`src/rtl/hazard_scoreboard.sv`:
```
// Issue controller between Decode and EX: tracks in-flight MUL results, books the shared
// register-file write port and stalls Decode on MUL RAW/WAW, load-use and port hazards.
module hazard_scoreboard #(
   parameter int REG_BITS = 5,
   parameter int MUL_LAT  = 5,
   parameter int ALU_LAT  = 3,
   parameter int CNT_BITS = 32
) (
   input  logic                clk,
   input  logic                rst_n,
   input  logic                valid_D_in,
   input  logic [REG_BITS-1:0] rs1_D_in,
   input  logic [REG_BITS-1:0] rs2_D_in,
   input  logic                use_rs1_D_in,
   input  logic                use_rs2_D_in,
   input  logic [REG_BITS-1:0] rd_D_in,
   input  logic                reg_write_D_in,
   input  logic                is_mul_D_in,
   input  logic                is_load_EX_in,
   input  logic [REG_BITS-1:0] rd_EX_in,
   input  logic                mem_stall_in,
   input  logic                flush_D_in,
   output logic                stall_D_out,
   output logic                issue_out,
   output logic                mul_wb_valid_out,
   output logic [REG_BITS-1:0] mul_rd_wb_out,
   output logic                mul_busy_out,
   output logic [CNT_BITS-1:0] stall_cnt_out
);

   logic                adv;
   logic                live;
   logic                raw_mul;
   logic                waw_mul;
   logic                load_use;
   logic                port_hit;

   logic [MUL_LAT-1:0]  m_valid_q, m_valid_d;
   logic [REG_BITS-1:0] m_rd_q [MUL_LAT];
   logic [REG_BITS-1:0] m_rd_d [MUL_LAT];
   logic [MUL_LAT-1:0]  resv_q, resv_d, resv_set;
   logic [CNT_BITS-1:0] stall_cnt_q, stall_cnt_d;

   // Gating adv with rst_n keeps the combinational outputs at 0 while reset is held.
   assign adv  = ~mem_stall_in & rst_n;
   assign live = valid_D_in & ~flush_D_in;

   always_comb begin
      raw_mul = 1'b0;
      waw_mul = 1'b0;
      for (int k = 0; k < MUL_LAT - 1; k++) begin
         if (m_valid_q[k]) begin
            // The last two stages are reached by WB forwarding and RF write-before-read.
            if (k < MUL_LAT - 2) begin
               if (use_rs1_D_in && (rs1_D_in != '0) && (rs1_D_in == m_rd_q[k])) begin
                  raw_mul = 1'b1;
               end
               if (use_rs2_D_in && (rs2_D_in != '0) && (rs2_D_in == m_rd_q[k])) begin
                  raw_mul = 1'b1;
               end
            end
            if (reg_write_D_in && !is_mul_D_in && (rd_D_in != '0) && (rd_D_in == m_rd_q[k])) begin
               waw_mul = 1'b1;
            end
         end
      end

      load_use = is_load_EX_in && (rd_EX_in != '0) &&
                 ((use_rs1_D_in && (rs1_D_in == rd_EX_in)) ||
                  (use_rs2_D_in && (rs2_D_in == rd_EX_in)));

      port_hit = (!is_mul_D_in && reg_write_D_in && resv_q[ALU_LAT-1]) ||
                 (is_mul_D_in && resv_q[MUL_LAT-1]);

      stall_D_out = adv && live && (raw_mul || waw_mul || load_use || port_hit);
      issue_out   = adv && live && !stall_D_out;
   end

   always_comb begin
      m_valid_d = m_valid_q;
      m_rd_d    = m_rd_q;
      resv_d    = resv_q;
      resv_set  = '0;

      if (issue_out && (rd_D_in != '0)) begin
         if (is_mul_D_in) begin
            resv_set[MUL_LAT-1] = 1'b1;
         end else if (reg_write_D_in) begin
            resv_set[ALU_LAT-1] = 1'b1;
         end
      end

      // Bookings are made in this cycle's frame, then everything ages by one slot.
      if (adv) begin
         for (int i = MUL_LAT - 1; i > 0; i--) begin
            m_valid_d[i] = m_valid_q[i-1];
            m_rd_d[i]    = m_rd_q[i-1];
         end
         m_valid_d[0] = issue_out && is_mul_D_in && (rd_D_in != '0);
         m_rd_d[0]    = rd_D_in;
         resv_d       = (resv_q | resv_set) >> 1;
      end

      stall_cnt_d = stall_cnt_q;
      if (stall_D_out && (stall_cnt_q != '1)) begin
         stall_cnt_d = stall_cnt_q + 1'b1;
      end
   end

   always_ff @(posedge clk or negedge rst_n) begin
      if (!rst_n) begin
         m_valid_q   <= '0;
         resv_q      <= '0;
         stall_cnt_q <= '0;
         for (int i = 0; i < MUL_LAT; i++) begin
            m_rd_q[i] <= '0;
         end
      end else begin
         m_valid_q   <= m_valid_d;
         resv_q      <= resv_d;
         stall_cnt_q <= stall_cnt_d;
         for (int i = 0; i < MUL_LAT; i++) begin
            m_rd_q[i] <= m_rd_d[i];
         end
      end
   end

   assign mul_wb_valid_out = m_valid_q[MUL_LAT-1];
   assign mul_rd_wb_out    = m_rd_q[MUL_LAT-1];
   assign mul_busy_out     = |m_valid_q;
   assign stall_cnt_out    = stall_cnt_q;

endmodule
```
`config.mk`:
```
export PLATFORM = sky130hd
export DESIGN_NAME = hazard_scoreboard
export DESIGN_NICKNAME = d
export VERILOG_FILES = /design/src/rtl/hazard_scoreboard.sv
export SDC_FILE = /design/constraint.sdc
export NUM_CORES = 1
export LEC_CHECK = 0
export ABC_AREA = 1
export CAP_MARGIN = 20
export CORE_MARGIN = 5
export CORE_UTILIZATION = 55
export CTS_CLUSTER_DIAMETER = 200
export DETAILED_ROUTE_END_ITERATION = 12
export GPL_ROUTABILITY_DRIVEN = 0
export PLACE_DENSITY = 0.82
export SKIP_CTS_REPAIR_TIMING = 1
export SYNTH_ARGS = -nofsm -noshare
export SYNTH_HDL_FRONTEND = slang
export SYNTH_SLANG_ARGS = --single-unit
```
`constraint.sdc`:
```
create_clock -name clk -period 2.27 [get_ports clk]
set_input_delay 0.227 -clock clk [delete_from_list [all_inputs] [get_ports clk]]
set_output_delay 0.227 -clock clk [all_outputs]
set_load 0.005 [all_outputs]
```
==> Word-level counts from Yosys, hierarchy flattened <==
Cells that the tools add are included.
{ "classes": {"add_sub_neg": 1, "n_mux": 22, "n_reduce_logical": 37, "bitwise": 5, "eq_ne": 13} }
{ "ops": {"columns": ["op", "count"], "rows": [
  ["$eq 5x5->1", 12],
  ["$add 32x1->32 const B", 1],
  ["$ne 32x32->1 const B", 1],
  ["$logic_and 1x1->1", 26],
  ["$mux 1", 22],
  ["$reduce_bool 5->1", 4],
  ["$or 4x5->5", 1],
  ["$reduce_or 5->1", 1],
  ["$logic_or 1x1->1", 4],
  ["$and 1x1->1", 2],
  ["$logic_not 1->1", 2],
  ["$not 1->1", 2]
]} }
{ "totals": {"elab_cells": 86, "in_bits": 30, "output_inout_bits": 41, "ff_bits": 66} }

==> Depth between registers and ports, before layout <==
Gate-level depths: netlist of run 1.
{ "logic_depth": {"ltp_word": 21, "ltp_mapped": 16, "ltp_nobuf": 14} }

==> Least setup slack after synthesis of run 1 <==
OpenSTA, ideal clock, no wires.
{ "synth_path": {"kind": "reg-to-reg", "from": "reg stall_cnt_q[0], in the netlist stall_cnt_out[0]", "to": "reg stall_cnt_q[19], in the netlist stall_cnt_out[19]", "arrival_ps": 1738, "setup_time_ps": 117, "synth_period_minus_slack_ps": 1855, "required_time_ps": 2153, "slack_ps": 415, "path_buffers": 1, "path_stages_with_launch": 12, "cell_sequence": "dfrtp_1 -> ha_1 -> nand3_2 -> inv_2 -> nand3b_2 -> nor3_2 -> nand3b_1 -> nor2_1 -> nand3_2 -> clkbuf_1 -> nand4_1 -> nand2_1"} }
{ "synth_between": {"elab_chain_len": 2, "word_cells_on_any_way": 3, "classes_between": "add/sub: 1; eq/ne: 1; reduce/logical: 1"} }
{ "synth_lines": {"columns": ["item", "line_no", "source"], "rows": [
  ["start: declaration", "42", "logic [CNT_BITS-1:0] stall_cnt_q, stall_cnt_d;"],
  ["start signal: assignment", "121", "stall_cnt_q <= stall_cnt_d;"],
  ["parallel branches: the longest is 2 deep, another holds $add 32x1->32", null, null]
]} }
Several ways; the timed one is not identified.
A chain may end at the register's enable or synchronous reset.

==> Worst setup path after layout of run 1 <==
{ "layout_path": {"from": "reg m_rd_q[15] in the netlist's numbering", "to": "out issue_out"} }
{ "layout_between": {"elab_chain_len": 14, "word_cells_on_any_way": 24, "classes_between": "eq/ne: 3; mux: 12; reduce/logical: 9"} }
{ "layout_lines": {"columns": ["item", "line_no", "source"], "rows": [
  ["start: declaration", "39", "logic [REG_BITS-1:0] m_rd_q [MUL_LAT];"],
  ["start signal: indexed assignment", "123", "m_rd_q[i] <= m_rd_d[i];"],
  ["$eq 5x5->1 (on tied branches)", "55, 62", null],
  ["$logic_and 1x1->1 (on tied branches)", "55, 62", null],
  ["$mux 1 (on tied branches)", "55, 62", null],
  ["$mux 1 (on tied branches)", "58, 52", null],
  ["$mux 1 (on tied branches)", "52, 62", null],
  ["$mux 1 (on tied branches)", "55, 52", null],
  ["$mux 1 (on tied branches)", "58, 62", null],
  ["$mux 1", "52", "if (m_valid_q[k]) begin"],
  ["$logic_or 1x1->1 (*) (3 in a row)", "75", "stall_D_out = adv && live && (raw_mul || waw_mul || load_use || port_hit);"],
  ["$logic_and 1x1->1 (*)", "75", null],
  ["$logic_not 1->1 (*)", "76", "issue_out = adv && live && !stall_D_out;"],
  ["$logic_and 1x1->1 (*)", "76", null],
  ["end: declaration", "24", "output logic issue_out,"]
]} }
Mark *: on every way between the ends. The rest lies on a longest branch, timed or not.

==> results of run 1 <==
-- placed cells by master, fill, tap and decap left out, types with 4 or more instances in the layout --
cell             instances
a21oi_1                  4
buf_4                   26
clkbuf_8                10
clkdlybuf4s50_1         55
dfrtp_1                 55
dfrtp_2                  9
dlymetal6s2s_1          14
inv_1                   50
inv_2                   10
nand2_1                238
nand3_1                 27
nand4_1                 42
nor2_1                  64
nor2_2                   4
nor3_1                  14
nor4_1                   4
o21ai_0                 36
o21ai_1                  4
xnor2_1                 16
xor2_1                  34
-- metal layers --
metal	vias to the layer above	global-route usage, %
met2	225	43.71
li1	2247	-
met3	60	5.400
met5	-	0
met4	0	13.55
met1	2097	31.84
-- registers in the layout, summed over array words and instances, names as in the netlist --
name	count
m_rd_q	20
m_valid_q	5
mul_rd_wb_out	5
resv_q	2
stall_cnt_out	32
-- synth_stat cells, types with 4 or more instances --
cell / count / area [um^2]
xor2_1: 34 / 297.8
buf_2: 8 / 40.04
nor4_1: 4 / 25.02
nand3_1: 27 / 135.1
o21ai_0: 37 / 185.2
inv_1: 57 / 214.0
dfrtp_1: 64 / 1602
nor3_1: 14 / 70.07
buf_4: 5 / 37.54
xnor2_1: 16 / 140.1
nand4_1: 42 / 262.8
nor2_1: 67 / 251.5
nand2_1: 238 / 893.4
a21oi_1: 6 / 30.03
clkbuf_1: 11 / 41.29
-- critical path: cells and delay by family (launching register included) --
kind / cells / cell delay (ns)
simple gates: 10 / 0.87
buf+inv: 2 / 0.24
flops: 1 / 0.44
-- where the power goes --
| group | internal, W | switching [W] |
|---|---|---|
| sequential | 0.00124 | 0.000119 |
| clock | 0.000760 | 0.000455 |
| combinational | 0.000278 | 0.000355 |
-- logic make-up (layout without fill, tap and decap cells) --
logic type,count (synthesis),count (layout)
xor+xnor,50,50
buf+inv,89,173
fa+ha+maj,1,1
flops,64,64
simple gates,405,405
compound gates,47,47
-- through the flow --
stage / instances / power (W) / setup WS (ns) / instance area [um^2] / TNS, ns
detailed placement: 825 / 0.001985 / -0.3462 / 5286 / -8.298
global placement: 825 / 0.001960 / -0.3276 / 5286 / -6.650
CTS: 841 / 0.003198 / -0.3641 / 5532 / -0.6203
global route: 842 / 0.003357 / 0.009149 / 5609 / 0
finish: 842 / 0.003208 / 0.1416 / 5609 / 0
floorplan: 656 / 0.001700 / 0.4148 / 4423 / 0
-- area by class of cell --
class	instances	area [um^2]	area share, %
clock buffers	11	141.4	2.521
multi-input cells	503	2461	43.88
flip-flops and latches	64	1613	28.75
repair buffers	97	937.1	16.71
clock inverters	5	103.9	1.851
well taps	102	127.6	2.275
inverters	60	225.2	4.015
-- path summary, 6_finish.rpt --
kind	to	slack (ns)	cells after the start
max	issue_out	0.14	12
max in group asynchronous	m_rd_q[10]	1.61	2
min reg2reg	resv_q[2]	0.47	2
min in group clk	m_rd_q[23]	0.28	3
min	m_rd_q[8]	0.07	2
max reg2reg	stall_cnt_out[2]	0.15	16
==> flow_metrics.env, run 1 <==
export IMPL_async_reset_ff_share_pct=100.0
export IMPL_grt_max_degree=65
export IMPL_area_growth_pct=26.82
export IMPL_cts_root_buf="clkbuf_8"
export IMPL_antenna_left=0
export IMPL_die_w_um=99.68
export IMPL_gr_total_overflow=0
export IMPL_synth_edf_count=0
export IMPL_rsz0062_at_grt="no"
export IMPL_synth_seq_area_share_pct=36.21
export IMPL_yosys_warnings=0
export IMPL_ys_ff_latch=64
export IMPL_cts_sinks=64
export IMPL_wl_met1_um=5143
export IMPL_tightest_slew_ns=0.8138
export IMPL_cts_tree="yes"
export IMPL_utilization_pct=72.21
export IMPL_synth_adder_area_share_pct=0.2829
export IMPL_cap_violations=0
export IMPL_synth_simple_area_share_pct=39.49
export IMPL_peakVddDrop_mv=0.3139
export IMPL_drive_above_1_share_pct=10.41
export IMPL_synthMuxAreaShare_pct=0
export IMPL_avgSynthCellArea_um2=6.742
export IMPL_track_usage_pct=26.21
export IMPL_layout_min_cycle_time_ns=2.128
export IMPL_rr_startpoint="m_rd_q[10]"
export IMPL_crit_chain="inv_1, nand2_1, nand2_1, nor2_1, nand3_1, nand2_1, nor2_1, nor2_1, nor2_2, nand2_2, nor2_2, dlymetal6s2s_1"
export IMPL_cp_arrival_ns=1.90
export IMPL_clk_pin_slew_ns=0.07
export IMPL_num_vias=4629
export IMPL_p_per_area_mw_per_mm2=571.9
export IMPL_synthXorXnorAreaFrac_pct=9.901
export IMPL_cts_max_path_buffers=2
export IMPL_drtPass1Iterations=7
export IMPL_dieArea_mm2=0.009935
export IMPL_dr_wl_met3_um=929
export IMPL_p_leak_nw=2.855
export IMPL_num_rows=32
export IMPL_cp_end_kind="output port"
export IMPL_start_util_pct=56.94
export IMPL_cp_startpoint="m_rd_q[15]"
export IMPL_worstPathRequired_ns=2.04
export IMPL_setup_viol=0
export IMPL_slowest_delay_ns=0.44
export IMPL_worst_clock_skew_ns=0.009835
export IMPL_nets=766
export IMPL_htreeDepth=3
export IMPL_top_layer_used="met4"
export IMPL_grt_pass1_vias=4518
export IMPL_critPathMaxFanout=5
export IMPL_hold_slack_ns=0.06597
export IMPL_synth_area_mm2=0.004423
export IMPL_dp_hpwl_um=9289
export IMPL_min_period_over_period_pct=93.76
export IMPL_wl_met2_um=6158
export IMPL_drt_wirelength_per_cell_um=15.27
export IMPL_synth_distinct_cells=29
export IMPL_antenna_found_initial=0
export IMPL_num_io_pins=71
export IMPL_fmax_ghz=0.4698
export IMPL_critPathKind="flop to output port"
export IMPL_io_buffers=70
export IMPL_insertion_delay_ns=0.35
export IMPL_netlist_instances=656
export IMPL_numCtsBuffers=9
export IMPL_synth_top_family_by_area="simple AND/OR/NAND/NOR gates"
export IMPL_ys_flop_type="dfrtp_1"
export IMPL_cp_start_kind="flop"
export IMPL_drt_iter0_drc=348
export IMPL_wl_um=12860
export IMPL_syn_nets=687
export IMPL_holdCritPathClass="input port to async pin"
export IMPL_num_antenna_cells=0
export IMPL_synth_compound_area_share_pct=5.375
export IMPL_drc=0
export IMPL_fillers=637
export IMPL_critPathSlowestCell="dfrtp_1"
export IMPL_grt_pass1_wl_um=21220
export IMPL_max_slew_margin_pct=45.74
export IMPL_vias_per_cell=5.498
export IMPL_core_mm2=0.007767
export IMPL_status="finished clean"
export IMPL_hold_viol=0
export IMPL_finalMaxSlewViolations=0
export IMPL_die_h_um=99.68
No activity file was read; power rests on OpenSTA's default activity.
==> run 2, diff against run 1 <==
GPL_TIMING_DRIVEN = 0   (was unset)
==> run 2 against run 1 <==
Compared with the run above: final area grew 0.67%; clock skew decreased by 0.0025 ns; clock-buffer cell count is the same; sequential share of layout area shrank 0.17 points; register-to-register slack got worse by 0.05 ns; sequential power about the same; non-clock buffer count increased by 11; utilization rose by 0.48 points; fmax fell by 2.0%; combinational power up 10%; clock power decreased by 19%; worst setup slack lost 0.043 ns.
==> flow_metrics.env, run 2 (synthesis gave the netlist of run 1 again) <==
export IMPL_antenna_found_initial=0
export IMPL_clk_pin_slew_ns=0.07
export IMPL_setup_viol=0
export IMPL_cts_root_buf="clkbuf_8"
export IMPL_cts_sinks=64
export IMPL_cts_tree="yes"
export IMPL_cp_end_kind="flop"
export IMPL_hold_viol=0
export IMPL_num_vias=4760
export IMPL_switchingPower_w=0.0009428
export IMPL_p_leak_nw=2.840
export IMPL_io_buffers=64
export IMPL_area_growth_pct=27.67
export IMPL_min_period_over_period_pct=95.67
export IMPL_drive_above_1_share_pct=11.32
export IMPL_layout_min_cycle_time_ns=2.172
export IMPL_rr_startpoint="stall_cnt_out[2]"
export IMPL_critPathKind="flop to flop"
export IMPL_p_seq_share_pct=44.5
export IMPL_antenna_left=0
export IMPL_num_antenna_cells=0
export IMPL_register_area_mm2=0.001614
export IMPL_reg2reg_depth=8
export IMPL_htreeDepth=3
export IMPL_tns_ns=0
export IMPL_num_io_pins=71
export IMPL_p_int_w=0.002099
export IMPL_max_slew_margin_pct=64.07
export IMPL_gr_total_overflow=0
export IMPL_grt_pass1_wl_um=21380
export IMPL_final_cell_mix="nand2_1 (238), nor2_1 (63), dfrtp_1 (54)"
export IMPL_cap_violations=0
export IMPL_hp_start="rd_D_in[4]"
export IMPL_fillers=649
export IMPL_die_w_um=99.68
export IMPL_start_util_pct=56.94
export IMPL_wl_um=13140
export IMPL_vias_per_cell=5.580
export IMPL_p_per_area_mw_per_mm2=538.8
export IMPL_cts_max_path_buffers=2
export IMPL_grt_max_degree=66
export IMPL_worstPathRequired_ns=2.55
export IMPL_fin_ws_ns=0.09832
export IMPL_num_rows=32
export IMPL_insertion_delay_ns=0.34
export IMPL_finalMaxSlewViolations=0
export IMPL_cp_arrival_ns=2.45
export IMPL_r2r_end="stall_cnt_out[31]"
export IMPL_layout_commonest_cell="nand2_1"
export IMPL_drt_iter0_drc=341
export IMPL_track_usage_pct=26.27
export IMPL_peakVddDrop_mv=0.3532
export IMPL_p_clk_share_pct=32.6
export IMPL_critPathMaxFanout=7
export IMPL_multi_input_area_mm2=0.002501
export IMPL_status="finished clean"
export IMPL_worst_clock_skew_ns=0.007380
export IMPL_reg2reg_slack_ns=0.1
export IMPL_switching_share_pct=30.99
export IMPL_largest_reg_flops=32
export IMPL_cp_start_kind="flop"
export IMPL_holdCritPathClass="input port to flop"
export IMPL_fmax_ghz=0.4605
export IMPL_die_h_um=99.68
export IMPL_cp_startpoint="stall_cnt_out[2]"
export IMPL_core_mm2=0.007767
export IMPL_dieArea_mm2=0.009935
export IMPL_dp_hpwl_um=9459
export IMPL_drc=0
export IMPL_drt_wirelength_per_cell_um=15.40
export IMPL_p_comb_share_pct=22.9
export IMPL_drtPass1Iterations=6
export IMPL_numCtsBuffers=9
export IMPL_tightest_slew_ns=0.5340
export IMPL_nets=777
export IMPL_grt_pass1_vias=4555
export IMPL_holdPathStages=3
export IMPL_place_ws_ns=-1.113
export IMPL_hold_end="m_rd_q[24]"
[run 2: cell types whose count changed in the layout (fill, tap and decap cells not counted), sizes merged]
| cell | change |
|---|---|
| clkbuf | +11 |
| buf | +5 |
| clkdlybuf4s50 | -3 |
| dlymetal6s2s | -3 |
| bufinv | -2 |
| clkinv | +1 |
| clkinvlp | +1 |
| dlygate4sd3 | +1 |
[run 2: worst max-delay path, cell delays in order, from the launching register on]
cell      delay [ns]
dfrtp_1         0.51
nand3_1         0.26
nor2_1          0.28
nand3_1         0.25
nor2_1          0.29
nand3b_1        0.14
xor2_1          0.16
nand4_1         0.12
nand2_1         0.09
[run 2: power groups by stage]
| stage | sequential [W] | combinational [W] | clock [W] |
|---|---|---|---|
| after floorplan | 0.00134 | 0.000364 | 0 |
| after global placement | 0.00137 | 0.000578 | 0 |
| after detailed placement | 0.00137 | 0.000597 | 0 |
| after CTS | 0.00135 | 0.000604 | 0.000997 |
| after global routing | 0.00136 | 0.000772 | 0.00106 |
| final | 0.00135 | 0.000697 | 0.000991 |
[run 2: layout make-up]
| cell class | count | area share (%) |
|---|---|---|
| multi-input cells | 503 | 44.29 |
| flip-flops and latches | 64 | 28.58 |
| repair buffers | 79 | 14.40 |
| inverters | 60 | 3.988 |
| plain buffers | 29 | 2.969 |
| clock buffers | 11 | 2.504 |
| well taps | 102 | 2.260 |
| clock inverters | 5 | 0.9971 |
[run 2: how the worst max path moves through the flow]
stage	slack, ns	cells past startpoint	endpoint
2_1_floorplan	0.41	11	stall_cnt_out[19]
3_3_place_gp	-3.09	8	issue_out
3_5_place_dp	-1.11	8	issue_out
4_1_cts	-1.12	8	issue_out
5_1_grt	-0.02	8	stall_cnt_out[31]
6_report	0.1	8	stall_cnt_out[31]
[run 2: metrics by stage]
step / std cells / utilization (%) / hold slack, ns / total power [W] / cell area (um^2)
after global routing: 853 / 72.70 / 0.2366 / 0.003198 / 5647
final: 853 / 72.70 / 0.2203 / 0.003042 / 5647
after detailed placement: 822 / 66.80 / 0.3722 / 0.001967 / 5189
after global placement: 822 / 66.83 / 0.4631 / 0.001945 / 5191
after CTS: 838 / 69.35 / 0.005542 / 0.002949 / 5386
after floorplan: 656 / - / -0.06859 / 0.001700 / 4423
[run 2: layer usage]
layer	GRT usage [%]	share of wire, %	vias up
li1	-	-	2268
met2	44.13	49	259
met4	12.29	4.2	0
met5	0	0	-
met3	5.540	7.6	52
met1	32.12	39	2181
==> run 3, diff against run 2 <==
CORE_UTILIZATION = 51   (was 55)
CTS_BUF_LIST = sky130_fd_sc_hd__clkbuf_8   (was unset)
PLACE_DENSITY = 0.8   (was 0.82)
clock period = 1.95 ns   (was 2.27 ns; I/O delays follow)
==> run 3 against run 2 <==
Compared with the run above: the run now ends with hold timing, setup timing left; non-clock buffer count is 9 higher; routed wire length is 1.8% higher; die area is 7.0% higher; flip-flop and latch count stayed put; clock skew is 0.0057 ns higher; sequential power is 17% higher; final cell count is 1.6% higher; clock power is 12% higher; worst setup slack worse by 0.27 ns; combinational power is 21% higher; first-iteration DRC count is 5.3% lower; critical endpoint is now issue_out.
==> flow_metrics.env, run 3 (synthesis gave the netlist of run 1 again) <==
export IMPL_status="finished, violations left"
export IMPL_violations="hold timing, setup timing"
export IMPL_drc=0
export IMPL_drtPass1Iterations=5
export IMPL_hold_slack_ns=-0.2804
export IMPL_layout_commonest_cell="nand2_1"
export IMPL_drt_wirelength_per_cell_um=15.42
export IMPL_antenna_left=0
export IMPL_grt_pass1_vias=4444
export IMPL_cp_arrival_ns=1.93
export IMPL_drive_above_1_share_pct=15.15
export IMPL_cts_sinks=64
export IMPL_nets=786
export IMPL_hold_viol=64
export IMPL_cap_violations=0
export IMPL_layout_min_cycle_time_ns=2.122
export IMPL_worst_clock_skew_ns=0.01311
export IMPL_critPathKind="flop to output port"
export IMPL_start_util_pct=51.47
export IMPL_fmax_ghz=0.4713
export IMPL_io_buffers=64
export IMPL_dp_hpwl_um=9457
export IMPL_finalMaxSlewViolations=0
export IMPL_area_growth_pct=30.13
export IMPL_final_cell_mix="nand2_1 (237), nor2_1 (60), clkdlybuf4s50_1 (53)"
export IMPL_track_usage_pct=24.64
export IMPL_die_w_um=103.1
export IMPL_tns_ns=-1.662
export IMPL_p_leak_nw=2.847
export IMPL_worstPathRequired_ns=1.75
export IMPL_tightest_slew_ns=0.4882
export IMPL_rsz0062_at_grt="yes"
export IMPL_grt_pass1_wl_um=20910
export IMPL_cp_start_kind="flop"
export IMPL_htreeDepth=3
export IMPL_cts_tree="yes"
export IMPL_place_ws_ns=-1.352
export IMPL_vias_per_cell=5.506
export IMPL_placed_cells=828
export IMPL_cts_max_path_buffers=2
export IMPL_drt_iter0_drc=323
export IMPL_antenna_found_initial=0
export IMPL_insertion_delay_ns=0.35
export IMPL_numCtsBuffers=9
export IMPL_holdCritPathClass="input port to async pin"
export IMPL_setup_viol=32
export IMPL_num_vias=4774
export IMPL_dieArea_mm2=0.01063
export IMPL_num_io_pins=71
export IMPL_largest_reg_flops=32
export IMPL_fin_ws_ns=-0.1718
export IMPL_num_antenna_cells=0
export IMPL_clk_pin_slew_ns=0.07
export IMPL_total_power_w=0.003533
export IMPL_cts_root_buf="clkbuf_8"
export IMPL_core_mm2=0.008593
export IMPL_peakVddDrop_mv=0.3568
export IMPL_min_period_over_period_pct=108.8
export IMPL_num_rows=34
export IMPL_gr_total_overflow=0
export IMPL_grt_max_degree=66
export IMPL_cp_end_kind="output port"
export IMPL_critPathMaxFanout=5
export IMPL_die_h_um=103.1
export IMPL_p_per_area_mw_per_mm2=613.9
export IMPL_wl_um=13370
export IMPL_max_slew_margin_pct=67.46
export IMPL_finalNonFillerCells=867
[run 3: power breakdown]
| part | switching, W | leakage, nW | total, W | internal, W |
|---|---|---|---|---|
| clock | 0.000534 | 0.0948 | 0.00111 | 0.000578 |
| sequential | 0.000131 | 0.828 | 0.00158 | 0.00145 |
| combinational | 0.000443 | 1.92 | 0.000842 | 0.000399 |
[run 3: metrics by stage]
step	area [um^2]	util, %
after floorplan	4423	-
after global placement	5199	60.50
after detailed placement	5196	60.47
after CTS	5381	62.62
after global routing	5756	66.98
final	5756	66.98
[run 3: path summary, 6_finish.rpt]
kind,startpoint,end,slack (ns),depth (start not counted)
setup / recovery,m_rd_q[18],issue_out,-0.17,11
hold / removal,rst_n,m_rd_q[18],-0.28,1
setup reg to reg,m_rd_q[21],stall_cnt_out[10],-0.06,15
hold reg to reg,mul_rd_wb_out[1],mul_rd_wb_out[1],0.49,2
max in group asynchronous,rst_n,m_rd_q[16],1.91,1
min in group clk,rd_D_in[4],m_rd_q[24],0.21,3
[run 3: area by class of cell]
| type | instances | area, um^2 |
|---|---|---|
| sequential | 64 | 1625 |
| clock inverter | 6 | 61.31 |
| tap | 108 | 135.1 |
| fill | 716 | 2838 |
| clock buffer | 9 | 123.9 |
| inverter | 60 | 227.7 |
| buffer | 29 | 196.4 |
| multi-input combinational | 503 | 2541 |
| timing repair buffer | 88 | 844.6 |
[run 3: layer usage]
metal / global-route usage [%] / share of wire, % / up-vias
met2: 40.65 / 48 / 234
met4: 7.371 / 3.0 / 0
li1: - / - / 2286
met1: 32.60 / 41 / 2207
met3: 5.210 / 7.7 / 47
met5: 0 / 0 / -
[run 3: critical path: stages, from the launching register on]
cell and delay [ns]:
dfrtp_1 0.48, inv_1 0.12, nand2_1 0.09, a21oi_1 0.06, nand3_1 0.08, nand2_1 0.06
nor2_1 0.08, nor2_1 0.06, nor2_2 0.19, nand2_2 0.12, nor2_4 0.13, clkbuf_2 0.12
